### src/rtl/audio_manip.sv
// audio_manip: stereo record/playback buffer between codec receive and transmit.
// Live input is passed through while idle or recording. A recording captures
// NUM_SAMPLES consecutive L/R pairs, and a playback replays them one per sample slot.
module audio_manip #(
    parameter int DATA_W = 24,
    parameter int ADDR_W = 4
) (
    input  logic              clk,
    input  logic              RESET,
    input  logic              start_write,
    input  logic              start_read,
    input  logic              new_sample,
    input  logic [DATA_W-1:0] in_l,
    input  logic [DATA_W-1:0] in_r,
    output logic [DATA_W-1:0] out_l,
    output logic [DATA_W-1:0] out_r,
    output logic              writeComplete,
    output logic              readReady
);

    localparam int NUM_SAMPLES = 2 ** ADDR_W;

    typedef enum logic [1:0] {
        IDLE,
        RECORD,
        PLAY
    } state_t;

    state_t state;
    state_t next_state;

    logic                ns_d;
    logic                strobe;
    logic [ADDR_W-1:0]   wr_addr;
    logic [ADDR_W-1:0]   rd_addr;
    logic                wr_last;
    logic                rd_last;
    logic [2*DATA_W-1:0] rd_word;
    logic [2*DATA_W-1:0] mem [0:NUM_SAMPLES-1];

    // Each rising edge of the codec toggle marks one sample slot.
    assign strobe  = new_sample & ~ns_d;
    assign wr_last = &wr_addr;
    assign rd_last = &rd_addr;
    assign rd_word = mem[rd_addr];

    // Delay new_sample by one clock so that its rising edge can be detected.
    always_ff @(posedge clk or negedge RESET) begin
        if (!RESET) begin
            ns_d <= 1'b0;
        end else begin
            ns_d <= new_sample;
        end
    end

    // State register. A reset aborts any recording or playback in progress.
    always_ff @(posedge clk or negedge RESET) begin
        if (!RESET) begin
            state <= IDLE;
        end else begin
            state <= next_state;
        end
    end

    // Next-state logic. Requests are accepted only in IDLE, and start_write wins over start_read.
    // A recording or playback ends on the strobe that handles the last address.
    always_comb begin
        next_state = state;
        case (state)
            IDLE: begin
                if (start_write) begin
                    next_state = RECORD;
                end else if (start_read && writeComplete) begin
                    next_state = PLAY;
                end
            end
            RECORD: begin
                if (strobe && wr_last) begin
                    next_state = IDLE;
                end
            end
            PLAY: begin
                if (strobe && rd_last) begin
                    next_state = IDLE;
                end
            end
            default: next_state = IDLE;
        endcase
    end

    // Datapath. Handles passthrough, address counters, the sticky writeComplete flag and the readReady pulse.
    always_ff @(posedge clk or negedge RESET) begin
        if (!RESET) begin
            out_l         <= '0;
            out_r         <= '0;
            wr_addr       <= '0;
            rd_addr       <= '0;
            writeComplete <= 1'b0;
            readReady     <= 1'b0;
        end else begin
            readReady <= 1'b0;
            case (state)
                IDLE: begin
                    if (strobe) begin
                        out_l <= in_l;
                        out_r <= in_r;
                    end
                    if (start_write) begin
                        wr_addr       <= '0;
                        writeComplete <= 1'b0;
                    end else if (start_read && writeComplete) begin
                        rd_addr <= '0;
                    end
                end
                RECORD: begin
                    if (strobe) begin
                        out_l   <= in_l;
                        out_r   <= in_r;
                        wr_addr <= wr_addr + 1'b1;
                        if (wr_last) begin
                            writeComplete <= 1'b1;
                        end
                    end
                end
                PLAY: begin
                    if (strobe) begin
                        out_l     <= rd_word[2*DATA_W-1:DATA_W];
                        out_r     <= rd_word[DATA_W-1:0];
                        readReady <= 1'b1;
                        rd_addr   <= rd_addr + 1'b1;
                    end
                end
                default: begin
                    readReady <= 1'b0;
                end
            endcase
        end
    end

    // Sample RAM. Reset leaves it untouched, and only strobes taken during RECORD write to it.
    always_ff @(posedge clk) begin
        if (state == RECORD && strobe) begin
            mem[wr_addr] <= {in_l, in_r};
        end
    end

endmodule

### config.mk
export PLATFORM = sky130hd
export DESIGN_NAME = audio_manip
export DESIGN_NICKNAME = d
export VERILOG_FILES = /design/src/rtl/audio_manip.sv
export SDC_FILE = /design/constraint.sdc
export NUM_CORES = 1
export LEC_CHECK = 0
export BUFFER_PORTS_ARGS = -buffer_cell sky130_fd_sc_hd__clkbuf_2
export CORE_ASPECT_RATIO = 0.6
export CORE_MARGIN = 2
export CORE_UTILIZATION = 35
export DETAILED_ROUTE_END_ITERATION = 8
export GPL_ROUTABILITY_DRIVEN = 0
export GPL_TIMING_DRIVEN = 0
export PLACE_DENSITY_LB_ADDON = 0.25
export RECOVER_POWER = 50
export SLEW_MARGIN = 30
export SYNTH_ARGS = -nofsm -noshare
export SYNTH_HDL_FRONTEND = slang
export SYNTH_SLANG_ARGS = --single-unit
### constraint.sdc
create_clock -name clk -period 5.34 [get_ports clk]
set_input_delay 0.267 -clock clk [delete_from_list [all_inputs] [get_ports clk]]
set_output_delay 0.267 -clock clk [all_outputs]
set_load 0.005 [all_outputs]
# --- After elaboration in Yosys (flattened, before gate mapping) ---
# Memories as Yosys holds them, arrays and structs flattened.
# Cells that the tools add are included.
classes:
  add_sub_neg: 2
  n_eq_ne: 12
  n_mux: 26
  bitwise_logic: 2
  n_reduce_logical: 16
ops:
  columns: ["operator", "n"]
  rows:
  - ["$mux W24", 4]
  - ["$pmux W24 S2", 2]
  - ["$mux W4", 5]
  - ["$ne A2 B2 Y1 const B", 8]
  - ["$pmux W4 S2", 2]
  - ["$reduce_and A4 Y1", 4]
  - ["$reduce_and A3 Y1", 3]
  - ["$add A4 B1 Y4 const B", 2]
  - ["$mux W2", 4]
  - ["$mux W1", 7]
  - ["$pmux W2 S3", 1]
  - ["$reduce_bool A2 Y1", 3]
  - ["$logic_and A1 B1 Y1", 4]
  - ["$ne A3 B3 Y1 const B", 1]
  - ["$eq A2 B1 Y1 const B", 1]
  - ["$eq A2 B2 Y1 const B", 1]
  - ["$logic_not A2 Y1", 1]
  - ["$ne A2 B1 Y1 const B", 1]
  - ["$pmux W1 S2", 1]
  - ["$reduce_or A2 Y1", 1]
  - ["$and A1 B1 Y1", 1]
  - ["$not A1 Y1", 1]
word_totals:
  regBits: 61
  mem_bits_rw: 768
  inputBits: 53
  out_inout_bits: 50
  wordCells: 67
  memories: 1
memory_table:
  columns: ["name", "words", "word_bits", "read_ports", "rd_clocked_by_memory_dff", "wr", "line", "text"]
  rows:
  - ["mem", 16, 48, 1, 0, 1, "39", "logic [2*DATA_W-1:0] mem [0:NUM_SAMPLES-1];"]

# --- Depth between registers and ports, before layout ---
# Gate-level depths: netlist of the first run.
depth:
  word_depth: 5
  depth_mapped: 7
  depth_no_buf: 5

# --- Worst setup path before layout of the first run ---
# Ideal clock, no wire load.
synth_timing:
  kind: "register to register"
  start: "reg wr_addr[0]"
  end: "mem mem[15][0] in the netlist's numbering (enable)"
  setup_ps: 515
  t_arrival_ps: 4102
  t_required_ps: 4825
  setup_slack_ps: 723
  path_stages_with_launch: 4
  path_buffers: 0
  synth_period_minus_slack_ps: 4617
  path_cell_list: "dfrtp_1 ha_1 nand3b_1 nor3_1"
synth_rtl:
  columns: ["element", "line", "text"]
  rows:
  - ["start: declaration", "34", "logic [ADDR_W-1:0] wr_addr;"]
  - ["start signal: assignment", "119", "wr_addr <= wr_addr + 1'b1;"]
  - ["end: declaration", "39", null]
# Straight into the memory's write port.

# --- Worst setup path in the final report of the first run ---
layout_timing:
  start: "reg ns_d"
  end: "mem mem[4][4] in the netlist's numbering (enable)"
layout_via:
  elab_chain_cells: 5
layout_lines:
  columns: ["element", "line", "text"]
  rows:
  - ["start: declaration", "32", "logic ns_d;"]
  - ["start signal: assignment", "52", "ns_d <= new_sample;"]
  - ["$not A1 Y1", "42", "assign strobe = new_sample & ~ns_d;"]
  - ["$and A1 B1 Y1", "42", null]
  - ["$logic_and A1 B1 Y1", "142", "if (state == RECORD && strobe) begin"]
  - ["$mux W1", "142", null]
  - ["$mux W1 (not written as such)", "143", "mem[wr_addr] <= {in_l, in_r};"]
# Every way passes these cells.

==> impl.org, run 1 <==
** Power and ir drop
- Cell Pwr Density :: 363.4 nW/um2
- VDD sags by at most 227.9 uV.
- The design draws 13490 uW.
- Static power due to leakage :: 0.01129 uW

** Route
- In the routed design, unresolved DRC markers number 0.
- Dividing the detail-routed via count by the number of cells gives 5.368.
- Wire per inst :: 27.24 um
- Vias :: 16357
- Routed wire length :: 83000 um
- Detailed Routing Iterations Pass 1 :: 5
- Antenna viol nets, final :: 0
- In this run, the number of DRC markers left after iteration 0 of detailed routing was 1318.

** Final layout
- Summing all multi-input logic gate instances after layout gives 6977 um2.
- FF/Latch Area :: 24590 um2
- 0 antenna diodes ended up in the layout.
- Cell area after layout :: 37130 um2
- Leaving out fill and tap cells, the most frequent cell in the layout is sky130_fd_sc_hd__edfxtp_1.
- In the layout the commonest cells are sky130_fd_sc_hd__edfxtp_1 (768), sky130_fd_sc_hd__clkbuf_1 (128), sky130_fd_sc_hd__mux4_2 (114), sky130_fd_sc_hd__mux2i_1 (96), sky130_fd_sc_hd__clkbuf_16 (79).
- Final standard cell count with taps included and fillers excluded :: 3047
- In the final design database the tool counted 1812 nets.
- The area growth from synthesis to layout is 15.46%.
- Fill cells in the final layout number 8025.
- Of the cells placed in the final design, the portion with a size suffix greater than 1 is 22.87%.

** Floorplan
- The floorplan step set the die width to 395.3 um.
- Die area :: 94390 um2
- After floorplanning, the core was divided into 86 placement rows.
- CORE AREA :: 91360 um2
- Starting Density :: 35.20%
- During I/O placement, the number of pins put on the boundary was 103.
- Measured along the y axis, the die boundary spans 238.8 um.

** Clocking
- Clock root buffer master :: sky130_fd_sc_hd__clkbuf_16
- Clock-pin slew on the worst setup and hold paths :: 0.06 ns
- PostCTS Resize Cnt :: 0
- Bufs on Longest Clock Path :: 3
- Clock latency on the worst-skew pair, taken at its later pin, is 0.64 ns.
- Counting every sink on the clock net gives 829.
- TritonCTS created 76 clock buffers.
- The H-tree was split into 3 levels.
- TritonCTS clock tree :: built

** Synth
- Total of flip-flops plus latches after synthesis :: 829
- For this run, the leading register cell type out of synthesis is sky130_fd_sc_hd__edfxtp_1.
- Syn. warnings :: 0
- Counting flops with an async set or reset pin after synthesis yields a share of 7.358%.
- A synthesized cell averages 20.87 um2.
- The cell area that synthesis handed to floorplanning was 32150 um2.
- Sequential area share after synthesis :: 76.47%
- The number of nets in the synthesized netlist is 1599.
- Number of library cell types mapped by synthesis :: 46
- Synthesis produced 1541 cells.
- The synthesized design contains 768 enable-type register cells.

** Worst setup path
- Worst Setup SP :: ns_d$_DFF_PN0_
- Critical Path Source Type :: flip-flop
- The worst register-to-register path begins at ns_d$_DFF_PN0_.
- The slowest stage of the critical path belongs to the cell sky130_fd_sc_hd__and2_4.
- Type of destination of the critical path :: flip-flop
- Required time worst endpoint :: 5.67 ns
- Along the worst path, the maximum fanout reaches 28.
- Worst path arrival time :: 3.44 ns
- The critical path goes through nand2b_1 -> clkbuf_2 -> clkbuf_1 -> nor4_1 -> and2_4 -> buf_12.
- For this run, the slowest stage of the critical path takes 0.68 ns.
- Worst setup path class :: reg -> reg

** Placement
- Cell area after placement :: 34760 um2
- After detailed placement, the design holds a cell count of 2903.
- HPWL after DPL :: 53210 um
- In this run the tool buffered the top-level ports with 102 buffer cells.

** Global routing
- Pin count of the biggest net entering global routing :: 48
- Overall fraction of global-route tracks in use :: 17.66%
- Total grt overflow :: 0
- The first global-routing pass estimated 119100 um of wire.
- The number of antenna violations at the first check in global routing came to 1.
- The via count of the first global-routing pass came to 16881.

** Hold path
- Hold Startpoint :: in_l[13]
- The tightest min-delay check is of the in -> reg type.

** STA
- Hold Fails Final Rpt :: 0
- Based on the critical path, the design can be clocked at up to 321.6 MHz.
- Max-slew violation count :: 0
- Slew at the pin closest to its max-slew limit :: 1.107 ns
- Layout Skew :: 0.02407 ns
- Setup repair after global routing left no endpoint under its margin.
- Subtracting the final worst setup slack from the clock period gives 3.109 ns.
- Final count of negative-setup-slack endpoints :: 0
- The worst pin sits at a relative slew slack of 26.17%.
- Dividing the final minimum period by the clock period gives 58.23%.

** Run
- Count of maximum capacitance violations :: 0

** Run status
- Result of the run :: complete, no violations
## registers in the layout (all words and copies together) (netlist names)
| register | flops |
|---|---|
| state | 2 |
| ns_d | 1 |
| out_r | 24 |
| wr_addr | 4 |
| readReady | 1 |
| mem | 768 |
| writeComplete | 1 |
| rd_addr | 4 |
| out_l | 24 |
## per-layer routing
| metal | wire length, um | global-route usage [%] | vias up |
|---|---|---|---|
| met5 | 0 | 0 | - |
| met4 | 1386 | 4.159 | 0 |
| met3 | 5297 | 3.387 | 100 |
| met2 | 36920 | 26.48 | 569 |
| met1 | 39390 | 26.56 | 8757 |
| li1 | - | - | 6931 |
## cells by family after synthesis
logic type                 share of synthesized area [%]
AOI/OAI and AO/OA                                  5.989
xor gates and xnor gates                         0.02724
adders and majority gates                         0.1946
buffers and inverters                              1.985
DFF                                                76.47
muxes                                              13.43
and+or+nand+nor                                    1.907
## worst max-delay path, delay by kind of cell (launching register included)
kind,cells,cell delay [ns]
buffers and inverters,3,0.98
DFF,1,0.40
and+or+nand+nor,3,1.37
## stage by stage
stage	utilization, %	setup TNS [ns]	hold slack (ns)	setup WS [ns]
finish	40.64	0	0.1436	2.231
global route	40.64	0	0.1505	2.104
CTS	40.74	0	0.005630	2.229
detailed placement	38.04	0	0.1382	2.243
global placement	37.44	-191.90	0.4302	-3.937
floorplan	-	0	-0.02859	0.7226
## final timing paths
path	to	depth (start not counted)	slack, ns
worst max-delay path	mem[4][4]$_DFFE_PP_	6	2.23
worst min-delay path	mem[6][37]$_DFFE_PP_	1	0.14
worst max register to register	mem[4][4]$_DFFE_PP_	6	2.23
worst min register to register	writeComplete$_DFFE_PN0P_	1	0.54
max in group asynchronous	out_r[7]$_DFFE_PN0P_	3	4.05
min in group asynchronous	out_l[10]$_DFFE_PN0P_	2	0.36
## power breakdown
part | total [uW] | switching (uW) | leakage, uW | internal [uW]
Combinational | 660 | 452 | 0.00250 | 207
Clock | 5350 | 2380 | 0.00118 | 2960
Sequential | 7490 | 97.2 | 0.00761 | 7390
## timing repair
item | in CTS | in global routing
endpoints found under the hold margin | 89 | 0
buffers inserted | 0 | 0
hold buffers | 5 | 0
## cells in the mapped netlist, types with 3 or more instances
cell type                  instances  area share (%)
sky130_fd_sc_hd__edfxtp_1        768              72
sky130_fd_sc_hd__mux4_2          114             8.0
sky130_fd_sc_hd__mux2i_1          96             3.0
sky130_fd_sc_hd__dfrtp_1          61             4.7
sky130_fd_sc_hd__o21ai_0          52            0.81
sky130_fd_sc_hd__o21ai_1          49            0.76
sky130_fd_sc_hd__or3_1            49            0.95
sky130_fd_sc_hd__a221oi_1         48             1.3
sky130_fd_sc_hd__a31oi_1          48            0.93
sky130_fd_sc_hd__a22oi_2          46             1.8
sky130_fd_sc_hd__buf_2            37            0.58
sky130_fd_sc_hd__clkbuf_1         36            0.42
sky130_fd_sc_hd__mux4_1           30             2.5
sky130_fd_sc_hd__and2_1           15            0.29
sky130_fd_sc_hd__nand2_1          13            0.15
sky130_fd_sc_hd__buf_6            11            0.39
sky130_fd_sc_hd__buf_4             9            0.21
sky130_fd_sc_hd__a22o_1            6            0.16
sky130_fd_sc_hd__buf_8             6            0.28
sky130_fd_sc_hd__ha_1              5            0.19
sky130_fd_sc_hd__nor2_1            5           0.058
sky130_fd_sc_hd__and3_1            3           0.058
sky130_fd_sc_hd__inv_1             3           0.035
sky130_fd_sc_hd__nor2b_1           3           0.058
## area by class of cell
class	instances	share of cell area, %
inverter	3	0.03033
clock buffer	112	5.901
multi-input combinational	608	18.79
timing repair buffer	135	2.592
clock inverter	27	0.6066
sequential	829	66.23
tap	1232	4.152
buffer	101	1.695
Power figures use the tool's default switching activity.
==> run 2: changes to the inputs <==
==> constraint.sdc (replaced) <==
create_clock -name clk -period 2.8 [get_ports clk]
set_input_delay 0.14 -clock clk [delete_from_list [all_inputs] [get_ports clk]]
set_output_delay 0.14 -clock clk [all_outputs]
set_load 0.005 [all_outputs]
==> run 2 against run 1 <==
  * Design area grew 1.7%
  * Clock skew grew 0.0011 ns
  * Largest cell class unchanged
  * The run now ends with max-capacitance violations, max-slew violations left
  * Via count grew 1.9%
  * Highest routed layer is now met5
  * Critical path type unchanged
==> impl.org, run 2 (synthesis results as in run 1) <==
** Run status
- The run finished, with violations left.
- The final reports fail on max-capacitance violations, max-slew violations.

** Power and ir drop
- Clock group share of total power :: 39.8%
- Internal power comes to 20370 uW.
- Across the VDD grid, the largest voltage drop is 485.0 uV.
- Switching share of power :: 21.74%
- Combinational power share :: 5.3%
- In this run the power density over the cells is 689.3 nW/um2.
- The analysis attributes to net switching a power of 5659 uW.
- Per report_power, the sequential group accounts for 54.9% of the total.
- Static power due to leakage :: 0.01155 uW
- Post-layout power :: 26030 uW

** STA
- RSZ-0062 raised after global routing :: false
- Worst slew slack as a fraction of its limit :: -7.555%
- Max-slew violation count :: 44
- The total count of hold-check failures in the final report is 0.
- Static timing analysis puts the maximum clock frequency at 369.3 MHz.
- Layout Skew :: 0.02514 ns
- Fraction of the cycle the final worst path needs :: 96.72%
- Final-layout setup total negative slack :: 0 ns
- Minimum clock period :: 2.708 ns
- Final count of negative-setup-slack endpoints :: 0
- At the pin with the least slew margin, the transition time is 1.613 ns.

** Worst setup path
- Worst path arrival time :: 2.98 ns
- Cell family with most CP delay :: simple AND/OR/NAND/NOR gates
- Slowest-stage cell, CP :: sky130_fd_sc_hd__and3_2
- The critical path goes through nand2b_1 -> clkbuf_2 -> clkbuf_1 -> nor3_4 -> and3_2.
- Along the worst path, the maximum fanout reaches 12.
- Required time worst endpoint :: 3.07 ns
- Worst setup path class :: reg -> reg
- The worst setup path is captured at a flip-flop.
- For this run, the slowest stage of the critical path takes 0.66 ns.
- Counting both buffers and inverters, the worst setup path holds a total of 2.
- Critical Path Source Type :: flip-flop

** Global routing
- In the global route stage, met3 resource usage came out at 3.974%.
- Number of antenna violations at the first check in global routing :: 3
- For this run, global-route usage on met2 was measured as 26.12%.
- Pin count of the biggest net entering global routing :: 44
- For this run, the total global-route usage over all layers was measured as 17.90%.
- The via count of the first global-routing pass was 17003.
- The layer flagged by global routing as most heavily used is met1.
- The first global-routing pass estimated 120600 um of wire.
- Global Route met1 Usage :: 27.14%
- Total grt overflow :: 0

** Run
- The tool flagged a number of max-cap violations equal to 1.

** Final layout
- The register with the most flip-flops in the layout has 768 of them.
- Fraction of final layout cells sized beyond drive strength 1 :: 22.74%
- Cell area after layout :: 37760 um2
- In the final layout, the registers with the most flip-flops are mem (768), out_l (24), out_r (24).
- Most common library cell in the layout ignoring fill and taps :: sky130_fd_sc_hd__edfxtp_1
- The library cells used most frequently in the layout, excluding fill and tap cells, are sky130_fd_sc_hd__edfxtp_1 (768), sky130_fd_sc_hd__clkbuf_1 (131), sky130_fd_sc_hd__mux4_2 (114), sky130_fd_sc_hd__mux2i_1 (96), sky130_fd_sc_hd__clkbuf_16 (75).
- Syn-to-layout area delta :: 17.44%
- Counting the fill cells in the layout gives 7978.
- Utilization after layout :: 41.33%
- Largest register by flop count :: mem
- The repair_antennas step left the layout with diodes totalling 0.
- Final standard cell count with taps included and fillers excluded :: 3105
- After the last flow step, the layout net total stands at 1869.

** Clocking
- Clock latency on the worst-skew pair, taken at its later pin, is 0.64 ns.
- Bufs on Longest Clock Path :: 3
- Clock-pin slew on the worst setup and hold paths :: 0.07 ns
- CTS placed an instance of sky130_fd_sc_hd__clkbuf_16 at the clock tree root.
- TritonCTS built the clock tree.
- H-tree levels :: 3
- Clock buffers created by TritonCTS :: 74
- Sink count of the clock tree :: 829

** Placement
- In this run the cell area measured after placement is 34700 um2.
- HPWL after DPL :: 52970 um
- Total placed cells including tap cells :: 2898
- Number of buffers added on ports :: 102

** Floorplan
- The die covers 94390 um2.
- Boundary Pins :: 103
- Starting Density :: 35.20%
- CORE AREA :: 91360 um2
- Num rows :: 86
- Chip height :: 238.8 um
- The floorplan step set the die width to 395.3 um.

** Route
- Detailed Routing Iterations Pass 1 :: 7
- Summed over all layers, the routed wires come to 83950 um.
- In the final routed layout, each cell accounts on average for 27.04 um.
- The detailed router finished its first iteration with 1737 violations.
- In the routed layout, each cell is associated on average with a via count of 5.367.
- Vias :: 16664
- Antenna viol nets, final :: 0
- After detailed routing, the number of remaining DRC violations is 0.

** Hold path
- Class of the worst hold path :: in -> reg
==> run 2: cell count changes in the layout (fill, tap and decap cells not counted), sizes merged <==
cell         delta
inv             +2
clkinv          -1
clkbuf          -3
buf             +6
and3            +3
clkinvlp        -2
bufinv          +4
and2            +2
dlygate4sd3    +47
==> run 2: final timing paths <==
| path | startpoint | endpoint | slack, ns | cells after the start |
|---|---|---|---|---|
| max in group asynchronous | RESET | out_r[7]$_DFFE_PN0P_ | 0.69 | 4 |
| worst min-delay path | start_read | state[1]$_DFFE_PN0P_ | 0.18 | 4 |
| worst max register to register | ns_d$_DFF_PN0_ | mem[14][5]$_DFFE_PP_ | 0.09 | 5 |
| worst min register to register | writeComplete$_DFFE_PN0P_ | writeComplete$_DFFE_PN0P_ | 0.51 | 1 |
| min in group asynchronous | RESET | out_l[10]$_DFFE_PN0P_ | 1.00 | 4 |
| worst max-delay path | ns_d$_DFF_PN0_ | mem[14][5]$_DFFE_PP_ | 0.09 | 5 |
==> run 2: timing repair <==
item | 4_1_cts | 5_1_grt
gates cloned | 5 | 0
hold buffers | 53 | 0
setup endpoints to repair | 302 | 245
hold endpoints to repair | 833 | 0
resized for setup | 6 | 3
pin swaps | 7 | 1
setup buffers | 10 | 2
==> run 2: power groups by stage <==
stage,sequential (uW),combinational [uW],clock [uW]
floorplan,14500,532,0
global placement,14600,1140,0
detailed placement,14500,1280,0
CTS,14300,1420,10600
global route,14300,1500,11100
finish,14300,1380,10400
==> run 2: through the flow <==
step	worst slack (ns)	hold WS, ns
2_1_floorplan	0.01875	-0.1556
3_3_place_gp	-2.193	0.3050
3_5_place_dp	-0.4178	0.03052
4_1_cts	-0.07261	0.1168
5_1_grt	0.06282	0.1933
6_report	0.09196	0.1796
==> run 2: routing by layer <==
metal  share of wire [%]  routed length (um)
met2                  43               36220
met1                  48               39960
met5               0.019                  16
met3                 7.2                6061
met4                 2.0                1698
==> run 2: worst reg2reg max path, stage by stage (launching register included) <==
cell	delay, ns
sky130_fd_sc_hd__dfrtp_1	0.41
sky130_fd_sc_hd__nand2b_1	0.17
sky130_fd_sc_hd__clkbuf_2	0.30
sky130_fd_sc_hd__clkbuf_1	0.41
sky130_fd_sc_hd__nor3_4	0.38
sky130_fd_sc_hd__and3_2	0.66
==> run 2: layout make-up <==
class	count	area [um2]	share of cell area, %
sequential	829	24590	65.12
clock inverter	30	346.6	0.9179
buffer	100	624.3	1.653
timing repair buffer	190	1493	3.953
multi-input combinational	613	7054	18.68
inverter	3	11.26	0.02982
tap	1232	1541	4.082
clock buffer	108	2101	5.563
